File: src/rtl/mem_router_pkg.sv
// Shared definitions for the memory router: write-path FSM encoding,
// structural limits and the slot-index width helper.
package mem_router_pkg;

   localparam int MAX_SLV    = 8;
   localparam int MAX_RD_LAT = 4;

   // Write path: IDLE passes CPU writes straight through, POSTED drains the
   // one-entry write buffer.
   typedef enum logic {
      WR_IDLE   = 1'b0,
      WR_POSTED = 1'b1
   } wr_state_t;

   // Width of a slot index; never below one bit so single-slave builds work.
   function automatic int slot_w(input int n);
      return (n > 1) ? $clog2(n) : 1;
   endfunction

endpackage

File: src/rtl/mem_router_if.sv
// CPU-side and slave-side bus bundle of the memory router.
//
// Handshake: the CPU presents load or rd together with address/in. An access
// is accepted in any cycle where busy is low; while busy is high the CPU keeps
// address, in, load and rd unchanged. busy is combinational in the same cycle
// as the request. Slaves signal not-ready through slv_busy; a slave strobe
// (slv_load/slv_rd) is only raised in a cycle where that slave's slv_busy is low.
interface mem_router_if #(
   parameter int NUM_SLV = 3,
   parameter int ADDR_W  = 16,
   parameter int DATA_W  = 16
);
   logic [ADDR_W-1:0]         address;
   logic [DATA_W-1:0]         in;
   logic                      load;
   logic                      rd;
   logic                      busy;
   logic [DATA_W-1:0]         out;
   logic                      out_valid;
   logic                      err;

   logic [ADDR_W-1:0]         slv_addr;
   logic [DATA_W-1:0]         slv_din;
   logic [NUM_SLV-1:0]        slv_load;
   logic [NUM_SLV-1:0]        slv_rd;
   logic [NUM_SLV-1:0]        slv_busy;
   logic [NUM_SLV*DATA_W-1:0] slv_dout;

   // Environment side: the CPU issuing requests and the slaves answering them.
   modport master (
      output address, in, load, rd, slv_busy, slv_dout,
      input  busy, out, out_valid, err, slv_addr, slv_din, slv_load, slv_rd
   );

   // Router side.
   modport slave (
      input  address, in, load, rd, slv_busy, slv_dout,
      output busy, out, out_valid, err, slv_addr, slv_din, slv_load, slv_rd
   );
endinterface

File: src/rtl/mem_router_addr_decode.sv
// Combinational address decoder: per-slot hit test, lowest index wins,
// no hit means the address is unmapped.
module addr_decode
   import mem_router_pkg::*;
#(
   parameter int                        NUM_SLV  = 3,
   parameter int                        ADDR_W   = 16,
   parameter int                        IW       = slot_w(NUM_SLV),
   parameter logic [NUM_SLV*ADDR_W-1:0] SLV_BASE = {16'h6000, 16'h4000, 16'h0000},
   parameter logic [NUM_SLV*ADDR_W-1:0] SLV_MASK = {16'hFFFF, 16'hE000, 16'hC000}
) (
   input  logic [ADDR_W-1:0]  addr,
   output logic               hit,
   output logic [IW-1:0]      idx,
   output logic [NUM_SLV-1:0] sel
);

   // Scan from the top slot down so the lowest matching slot is the last write.
   always_comb begin
      hit = 1'b0;
      idx = '0;
      sel = '0;
      for (int i = NUM_SLV - 1; i >= 0; i--) begin
         if ((addr & SLV_MASK[i*ADDR_W +: ADDR_W]) == SLV_BASE[i*ADDR_W +: ADDR_W]) begin
            hit    = 1'b1;
            idx    = IW'(i);
            sel    = '0;
            sel[i] = 1'b1;
         end
      end
   end

endmodule

File: src/rtl/mem_router.sv
// Memory router: decodes CPU accesses onto NUM_SLV slaves, posts writes to a
// busy slave in a one-entry buffer and returns reads after RD_LAT cycles.
module mem_router
   import mem_router_pkg::*;
#(
   parameter int                        NUM_SLV  = 3,
   parameter int                        ADDR_W   = 16,
   parameter int                        DATA_W   = 16,
   parameter int                        RD_LAT   = 1,
   parameter logic [NUM_SLV*ADDR_W-1:0] SLV_BASE = {16'h6000, 16'h4000, 16'h0000},
   parameter logic [NUM_SLV*ADDR_W-1:0] SLV_MASK = {16'hFFFF, 16'hE000, 16'hC000}
) (
   input  logic           clk,
   input  logic           rst,
   mem_router_if.slave    bus,
   output wr_state_t      dbg_state
);

   localparam int IW = slot_w(NUM_SLV);

   if (NUM_SLV < 1 || NUM_SLV > MAX_SLV) begin : g_bad_num_slv
      $error("mem_router: NUM_SLV must be in 1..%0d", MAX_SLV);
   end
   if (RD_LAT < 1 || RD_LAT > MAX_RD_LAT) begin : g_bad_rd_lat
      $error("mem_router: RD_LAT must be in 1..%0d", MAX_RD_LAT);
   end

   logic               cpu_hit;
   logic [IW-1:0]      cpu_idx;
   logic [NUM_SLV-1:0] cpu_sel;

   addr_decode #(
      .NUM_SLV  (NUM_SLV),
      .ADDR_W   (ADDR_W),
      .IW       (IW),
      .SLV_BASE (SLV_BASE),
      .SLV_MASK (SLV_MASK)
   ) u_decode (
      .addr (bus.address),
      .hit  (cpu_hit),
      .idx  (cpu_idx),
      .sel  (cpu_sel)
   );

   wr_state_t            state;
   logic [ADDR_W-1:0]    b_addr;
   logic [DATA_W-1:0]    b_data;
   logic [NUM_SLV-1:0]   b_sel;
   // Set once the write half of a combined load+rd has been taken, so the
   // held load is not replayed while the read half waits its turn.
   logic                 wr_done;

   logic [RD_LAT-1:0]          pipe_v;
   logic [RD_LAT-1:0]          pipe_hit;
   logic [RD_LAT-1:0][IW-1:0]  pipe_idx;

   logic               tgt_busy, buf_busy, wr_req, rd_req;
   logic               capture, issue;
   logic               busy_c, err_c;
   logic [ADDR_W-1:0]  slv_addr_c;
   logic [DATA_W-1:0]  slv_din_c;
   logic [NUM_SLV-1:0] slv_load_c, slv_rd_c;
   logic [DATA_W-1:0]  out_c;
   logic               out_valid_c;

   assign tgt_busy = |(cpu_sel & bus.slv_busy);
   assign buf_busy = |(b_sel & bus.slv_busy);
   assign wr_req   = bus.load && !wr_done;
   assign rd_req   = bus.rd && !wr_req;

   // Request steering: posted write drains first, then writes beat reads.
   always_comb begin
      slv_addr_c = bus.address;
      slv_din_c  = bus.in;
      slv_load_c = '0;
      slv_rd_c   = '0;
      busy_c     = 1'b0;
      err_c      = 1'b0;
      capture    = 1'b0;
      issue      = 1'b0;
      if (!rst) begin
         if (state == WR_POSTED) begin
            slv_addr_c = b_addr;
            slv_din_c  = b_data;
            slv_load_c = buf_busy ? '0 : b_sel;
            busy_c     = bus.load || bus.rd;
         end else if (wr_req) begin
            if (!cpu_hit)      err_c      = 1'b1;
            else if (tgt_busy) capture    = 1'b1;
            else               slv_load_c = cpu_sel;
            busy_c = bus.rd;
         end else if (rd_req) begin
            if (!cpu_hit) begin
               err_c = 1'b1;
               issue = 1'b1;
            end else if (tgt_busy) begin
               busy_c = 1'b1;
            end else begin
               slv_rd_c = cpu_sel;
               issue    = 1'b1;
            end
         end
      end
   end

   // Write-path FSM with its buffer and the combined-access bookkeeping.
   always_ff @(posedge clk) begin
      if (rst) begin
         state   <= WR_IDLE;
         b_sel   <= '0;
         wr_done <= 1'b0;
      end else begin
         case (state)
            WR_IDLE: begin
               if (capture) begin
                  state  <= WR_POSTED;
                  b_addr <= bus.address;
                  b_data <= bus.in;
                  b_sel  <= cpu_sel;
               end
            end
            WR_POSTED: begin
               if (!buf_busy) state <= WR_IDLE;
            end
            default: state <= WR_IDLE;
         endcase
         if (issue)
            wr_done <= 1'b0;
         else if (state == WR_IDLE && wr_req && bus.rd)
            wr_done <= 1'b1;
      end
   end

   // Read pipeline: slot index and mapped flag travel RD_LAT stages deep.
   always_ff @(posedge clk) begin
      if (rst) begin
         pipe_v <= '0;
      end else begin
         pipe_v[0] <= issue;
         for (int i = RD_LAT - 1; i > 0; i--) pipe_v[i] <= pipe_v[i-1];
      end
      pipe_hit[0] <= cpu_hit;
      pipe_idx[0] <= cpu_idx;
      for (int i = RD_LAT - 1; i > 0; i--) begin
         pipe_hit[i] <= pipe_hit[i-1];
         pipe_idx[i] <= pipe_idx[i-1];
      end
   end

   // Read return: select the tail slot's data; unmapped reads return zero.
   always_comb begin
      out_c       = '0;
      out_valid_c = !rst && pipe_v[RD_LAT-1];
      if (out_valid_c && pipe_hit[RD_LAT-1]) begin
         for (int i = 0; i < NUM_SLV; i++) begin
            if (pipe_idx[RD_LAT-1] == IW'(i)) out_c = bus.slv_dout[i*DATA_W +: DATA_W];
         end
      end
   end

   assign bus.busy      = busy_c;
   assign bus.err       = err_c;
   assign bus.out       = out_c;
   assign bus.out_valid = out_valid_c;
   assign bus.slv_addr  = slv_addr_c;
   assign bus.slv_din   = slv_din_c;
   assign bus.slv_load  = slv_load_c;
   assign bus.slv_rd    = slv_rd_c;
   assign dbg_state     = state;

endmodule

File: src/flat_wrapper.sv
// flat-port wrapper written by rule: the top's interface ports become plain ports
module mem_router_flat import mem_router_pkg::*;
#(
   parameter int                        NUM_SLV  = 3,
   parameter int                        ADDR_W   = 16,
   parameter int                        DATA_W   = 16,
   parameter int                        RD_LAT   = 1,
   parameter logic [NUM_SLV*ADDR_W-1:0] SLV_BASE = {16'h6000, 16'h4000, 16'h0000},
   parameter logic [NUM_SLV*ADDR_W-1:0] SLV_MASK = {16'hFFFF, 16'hE000, 16'hC000}
)
  (clk, rst, dbg_state, bus_address, bus_in, bus_load, bus_rd, bus_slv_busy, bus_slv_dout, bus_busy, bus_out, bus_out_valid, bus_err, bus_slv_addr, bus_slv_din, bus_slv_load, bus_slv_rd);
  mem_router_if #(.NUM_SLV(NUM_SLV), .ADDR_W(ADDR_W), .DATA_W(DATA_W)) bus_i ();
  input  logic clk;
  input  logic rst;
  output wr_state_t dbg_state;
  input wire logic [$bits(bus_i.address)-1:0] bus_address;
  input wire logic [$bits(bus_i.in)-1:0] bus_in;
  input wire logic [$bits(bus_i.load)-1:0] bus_load;
  input wire logic [$bits(bus_i.rd)-1:0] bus_rd;
  input wire logic [$bits(bus_i.slv_busy)-1:0] bus_slv_busy;
  input wire logic [$bits(bus_i.slv_dout)-1:0] bus_slv_dout;
  output wire logic [$bits(bus_i.busy)-1:0] bus_busy;
  output wire logic [$bits(bus_i.out)-1:0] bus_out;
  output wire logic [$bits(bus_i.out_valid)-1:0] bus_out_valid;
  output wire logic [$bits(bus_i.err)-1:0] bus_err;
  output wire logic [$bits(bus_i.slv_addr)-1:0] bus_slv_addr;
  output wire logic [$bits(bus_i.slv_din)-1:0] bus_slv_din;
  output wire logic [$bits(bus_i.slv_load)-1:0] bus_slv_load;
  output wire logic [$bits(bus_i.slv_rd)-1:0] bus_slv_rd;
  assign bus_i.address = bus_address;
  assign bus_i.in = bus_in;
  assign bus_i.load = bus_load;
  assign bus_i.rd = bus_rd;
  assign bus_i.slv_busy = bus_slv_busy;
  assign bus_i.slv_dout = bus_slv_dout;
  assign bus_busy = bus_i.busy;
  assign bus_out = bus_i.out;
  assign bus_out_valid = bus_i.out_valid;
  assign bus_err = bus_i.err;
  assign bus_slv_addr = bus_i.slv_addr;
  assign bus_slv_din = bus_i.slv_din;
  assign bus_slv_load = bus_i.slv_load;
  assign bus_slv_rd = bus_i.slv_rd;
  mem_router #(.NUM_SLV(NUM_SLV), .ADDR_W(ADDR_W), .DATA_W(DATA_W), .RD_LAT(RD_LAT), .SLV_BASE(SLV_BASE), .SLV_MASK(SLV_MASK)) u_core (.clk(clk), .rst(rst), .bus(bus_i), .dbg_state(dbg_state));
endmodule
File: config.mk
export PLATFORM = sky130hd
export DESIGN_NAME = mem_router_flat
export DESIGN_NICKNAME = d
export VERILOG_FILES = /design/src/rtl/mem_router_pkg.sv /design/src/rtl/mem_router_if.sv /design/src/rtl/mem_router_addr_decode.sv /design/src/rtl/mem_router.sv /design/src/flat_wrapper.sv
export SDC_FILE = /design/constraint.sdc
export NUM_CORES = 1
export LEC_CHECK = 0
export BUFFER_PORTS_ARGS = -buffer_cell sky130_fd_sc_hd__buf_2
export CAP_MARGIN = 20
export CORE_ASPECT_RATIO = 0.9
export CORE_MARGIN = 5
export CORE_UTILIZATION = 43
export CTS_CLUSTER_DIAMETER = 200
export DETAILED_ROUTE_END_ITERATION = 10
export PLACE_DENSITY_LB_ADDON = 0.3
export SKIP_LAST_GASP = 1
export SYNTH_ARGS = -nofsm -noshare
export SYNTH_HDL_FRONTEND = slang
export SYNTH_SLANG_ARGS = --single-unit
File: constraint.sdc
create_clock -name clk -period 3 [get_ports clk]
set_input_delay 0.6 -clock clk [delete_from_list [all_inputs] [get_ports clk]]
set_output_delay 0.6 -clock clk [all_outputs]
set_load 0.03 [all_outputs]
Word-level counts from Yosys, hierarchy flattened. Index checks and enable logic that the tools add are counted.

Input bits: 87. Output and inout bits: 58. Bits in registers: 41.

Bitwise logic cells: 4. Reductions and logical operators: 18. Muxes and demuxes: 49. Eq/ne operators: 4.

Operators by type and width (count): 2-to-1 mux 16 bit (8); 2-to-1 mux 3 bit (13); 2-to-1 mux 1 bit (26); equality test 16 x 15 -> 1 bit (second input constant) (1); logical NOT 16 bit (1); AND 3 bit (2); logical AND 1 bit (6); OR reduction 3 bit (2); OR reduction 2 bit (2); equality test 3 x 2 -> 1 bit (second input constant) (1); logical NOT 1 bit (3); AND reduction 3 bit (1); equality test 2 x 1 -> 1 bit (second input constant) (1); equality test 2 bit (second input constant) (1); logical NOT 2 bit (1); 2-to-1 mux 2 bit (1); NOT 1 bit (2); case mux 1 bit (2 select lines) (1); AND reduction 2 bit (1); logical OR 1 bit (1).

Longest topological paths before layout.
Depth after elaboration: 13. Mapped depth: 6.

Hierarchy. From an unflattened synthesis, not the netlist that was laid out.

Cells, all modules: 196. Area total of the unflattened synthesis: 2333.5 µm².

Modules (own cells, without submodules): mem_router (area an instance 2240.9 µm², cells each 185, instances 1); addr_decode (area an instance 92.6 µm², cells each 11, instances 1).

Worst setup path before layout. Ideal clock, no wire load.

Kind: input port to output port. Start: input bus_address[7]. End: output bus_slv_rd[0]. Path slack: 57 ps. Arrival time: 2343 ps. Required time: 2400 ps. Stages on the path: 5. Path buffers: 0. Cells stage by stage: and4bb_2 nand4_1 inv_1 a21o_1 nor4b_1.

Longest elaborated chain between the ends: 12. Elaborated cells between the ends (all ways): 15. Classes of those cells: 1 x eq/ne; 12 x mux; 1 x bitwise; 1 x reduce/logical.

Ends and longest elaborated chain: from (decl) (RTL line flat_wrapper.sv:16) `input wire logic [$bits(bus_i.address)-1:0] bus_address;`; equality test 16 x 15 -> 1 bit (*) (RTL line mem_router_addr_decode.sv:24) `if ((addr & SLV_MASK[i*ADDR_W +: ADDR_W]) == SLV_BASE[i*ADDR_W +: ADDR_W]) begin`; 2-to-1 mux 3 bit (3 in a row) (RTL line mem_router_addr_decode.sv:24); AND 3 bit (RTL line mem_router.sv:66) `assign tgt_busy = |(cpu_sel & bus.slv_busy);`; OR reduction 3 bit (RTL line mem_router.sv:66); 2-to-1 mux 3 bit (RTL line mem_router.sv:96) `end else if (tgt_busy) begin`; 2-to-1 mux 3 bit (*) (RTL line mem_router.sv:93) `if (!cpu_hit) begin`; 2-to-1 mux 3 bit (*) (RTL line mem_router.sv:92) `end else if (rd_req) begin`; 2-to-1 mux 3 bit (*) (RTL line mem_router.sv:87) `end else if (wr_req) begin`; 2-to-1 mux 3 bit (*) (RTL line mem_router.sv:82) `if (state == WR_POSTED) begin`; 2-to-1 mux 3 bit (*) (RTL line mem_router.sv:81) `if (!rst) begin`; to (decl) (RTL line flat_wrapper.sv:29) `output wire logic [$bits(bus_i.slv_rd)-1:0] bus_slv_rd;`.

Every way passes the cells marked *; elsewhere a longest branch is shown, timed or not.

Worst setup path in the final report.
Start: input bus_address[5]. End: output bus_slv_load[1].

Longest elaborated chain between the ends: 11. Elaborated cells between the ends (all ways): 14. Classes of those cells: 1 x eq/ne; 11 x mux; 1 x bitwise; 1 x reduce/logical.

Ends and longest elaborated chain: equality test 16 x 15 -> 1 bit (*) (RTL line mem_router_addr_decode.sv:24); 2-to-1 mux 3 bit (3 in a row) (RTL line mem_router_addr_decode.sv:24); AND 3 bit (RTL line mem_router.sv:66); OR reduction 3 bit (RTL line mem_router.sv:66); 2-to-1 mux 3 bit (RTL line mem_router.sv:89) `else if (tgt_busy) capture = 1'b1;`; 2-to-1 mux 3 bit (*) (RTL line mem_router.sv:88) `if (!cpu_hit) err_c = 1'b1;`; 2-to-1 mux 3 bit (*) (RTL line mem_router.sv:87); 2-to-1 mux 3 bit (*) (RTL line mem_router.sv:82); 2-to-1 mux 3 bit (*) (RTL line mem_router.sv:81); to (decl) (RTL line flat_wrapper.sv:28) `output wire logic [$bits(bus_i.slv_load)-1:0] bus_slv_load;`.

Marked as above.

==> results.cfg <==
[run_status]
outcome = finished clean

[flow_run]
drv_cap = 0

[critical_path]
rr_endpoint = u_core.b_data[8]$_DFFE_PP_
arrival_ps = 2190
end_kind = output port
cp_max_fo = 6
rr_worst_depth = 5
critPathLaunch = bus_address[5]
rrSetupSlack_ps = 1040
required_ps = 2400
worstSetupPathType = in2out
cp-endpoint = bus_slv_load[1]
r2r-start = u_core.dbg_state$_SDFF_PP0_
start_kind = primary input

[pwr]
p_seq_share_pct = 44.6
clkPwrFrac_pct = 37.3
combPwrFrac_pct = 18.1
p_per_area_nw_per_um2 = 435
p_int_w = 0.00106
p_leak_nw = 1.46
ir_drop_v = 0.000367
power.share.switching_pct = 24.3
power_switching_w = 0.000341

[cells_and_area]
diodes = 0
synthToLayoutAreaGrowth_pct = 40.9
stdcell_count = 415
register_area_um2 = 1140
fill_cells = 447
multi_input_area_um2 = 1070
drive_above_1_share_pct = 56.3
final_nets = 434

[floorplanning]
die_y_um = 79.2
std_cell_rows = 25
ios = 145
die-area_um2 = 6880
core_um2 = 5220
start_util_pct = 43.8
dieWidth_um = 86.9

[placement]
routabilityCongestion = 0.798
placedCellCount = 406
hpwl_um = 4990
port_buffers = 144

[timing]
hold_viol_final = 0
fin_tns_setup_ps = 0
period_needed_ps = 2790
finalCritPeriodShare_pct = 93.0
slew-limit-headroom_pct = 64.4
rsz0062_at_grt = false
worst_pin_slew_ps = 533
setup_viol = 0
clock_skew_ps = 6.28
slew_violations = 0
fmax_ghz = 0.358

[synthesis]
synthesis.area_um2 = 2290
seq_area_frac_synth_pct = 49.9
synthArstFlopShare_pct = 0
synth_edf_count = 32
ys.flop_type = edfxtp_1
synthCells = 202
synth_area_leader_cell = edfxtp_1
synth.area.top_cells = edfxtp_1 (42%), mux2_2 (16%), dfxtp_1 (7.9%)
syn_area_per_cell_um2 = 11.3
syn-num-nets = 289
synth.top_cell.area_share_pct = 42.0
synth.distinct_cells = 34
yosysWarnings = 0
ys_ff_latch = 41

[global_routing]
antenna_found_initial = 0
gr-total-overflow = 0
grt_max_degree = 33
track_usage_pct = 18.2
grt_pass1_wl_um = 9970
grt_pass1_vias = 2084

[routing]
ant_nets = 0
vias_per_cell = 5.09
drt_iter0_markers = 116
wl_um = 6370
firstDrtPassIters = 4
drcViolationCount = 0
num_vias = 2111
wl_per_cell_um = 15.4

[clock_tree]
clk_pin_slew_ps = 80
post_cts_resized = 0
cts_buffers = 5
cts_tree = built
clock-root-buffer = clkbuf_8
cts_buffer_depth = 2
htreeDepth = 2
postCtsSetupBuffers = 0
clk_latency_ps = 290
cts.sinks = 41
hold_buffers = 0

[min_path]
hold_path_class = in2reg
## state kept, by name (all words and copies together) (netlist names)
name,flops
u_core.b_addr,16
u_core.b_data,16
u_core.b_sel,3
u_core.pipe_idx,2
u_core.dbg_state,1
u_core.pipe_hit,1
u_core.pipe_v,1
u_core.wr_done,1
## metal layers
metal	global-route usage (%)	routed length [um]	up-vias	part of all wire, %
met4	5.92	89	0	1.4
met3	4.56	558	8	8.8
met5	0	0	-	0
met2	29.2	3000	89	47
li1	-	-	1042	-
met1	23.8	2730	972	43
## cells in the final DEF, fill, tap and decap left out, drive strengths merged, types with 3 or more instances in the layout
| master | synthesis | layout |
|---|---|---|
| a21oi | 19 | 19 |
| buf | 7 | 150 |
| clkbuf | 5 | 5 |
| edfxtp | 32 | 32 |
| nor4b | 3 | 3 |
| nor4 | 5 | 5 |
| nand2 | 3 | 3 |
| nand2b | 5 | 5 |
| dfxtp | 9 | 9 |
| nor2 | 34 | 34 |
| nor2b | 3 | 3 |
| inv | 4 | 4 |
| mux2 | 32 | 32 |
| mux2i | 18 | 18 |
## cells by family (layout without fill, tap and decap cells)
group / after synthesis / after routing / share of synthesized area, %
flip-flops: 41 / 41 / 49.9
buffers and inverters: 16 / 162 / 3.28
multiplexers: 50 / 50 / 23.6
AND/OR/NAND/NOR: 65 / 65 / 14.9
AO/OA/AOI/OAI: 30 / 30 / 8.37
## cells in the mapped netlist, drive strengths merged, types with 2 or more instances
library cell and number:
a32o 2, buf 7, nand3 2, nand2 3, o21ai 2, nor4b 3
dfxtp 9, inv 4, nor2 34, nand2b 5, a21oi 19, nor2b 3
clkbuf 5, mux2 32, and2b 2, edfxtp 32, nor4 5, mux2i 18
## power groups by stage
stage          Clock [W]  Sequential (W)  Combinational (W)
2_1_floorplan          0        0.000638           0.000148
3_3_place_gp           0        0.000638           0.000250
3_5_place_dp           0        0.000639           0.000255
4_1_cts         0.000531        0.000626           0.000256
5_1_grt         0.000562        0.000627           0.000276
6_report        0.000523        0.000626           0.000254
## layout make-up
class | instances | area share, %
Timing Repair Buffer | 150 | 24.1
Tap cell | 67 | 2.60
Clock inverter | 3 | 2.02
Inverter | 4 | 0.466
Multi-Input combinational cell | 145 | 33.3
Clock buffer | 5 | 2.13
Sequential cell | 41 | 35.4
## critical path, cell delays in order
cell     delay, ps
buf_2          120
nor4_1         360
nand4_1        260
inv_1          220
a21oi_1        170
a32o_1         280
buf_2          180
## how the worst min path moves through the flow
stage                                    to                         start  cells after the start
2_1_floorplan  u_core.b_sel[2]$_SDFFE_PP0P_  u_core.b_sel[2]$_SDFFE_PP0P_                      2
6_report        u_core.b_data[13]$_DFFE_PP_                    bus_in[13]                      1
3_3_place_gp   u_core.b_sel[2]$_SDFFE_PP0P_  u_core.b_sel[2]$_SDFFE_PP0P_                      2
5_1_grt         u_core.b_data[13]$_DFFE_PP_                    bus_in[13]                      1
4_1_cts          u_core.b_data[0]$_DFFE_PP_                     bus_in[0]                      1
3_5_place_dp   u_core.b_sel[1]$_SDFFE_PP0P_  u_core.b_sel[1]$_SDFFE_PP0P_                      2
## per-stage QoR
step	worst slack, ps	util [%]	instance area, um^2	hold WS [ps]	total power [W]
2_1_floorplan	56.9	-	2290	460	0.000787
3_3_place_gp	247	59.0	3080	486	0.000888
3_5_place_dp	231	59.0	3080	501	0.000894
4_1_cts	221	61.6	3220	482	0.00141
5_1_grt	74.1	61.7	3220	475	0.00147
6_report	210	61.7	3220	495	0.00140
(Power assumes the default switching activity.)
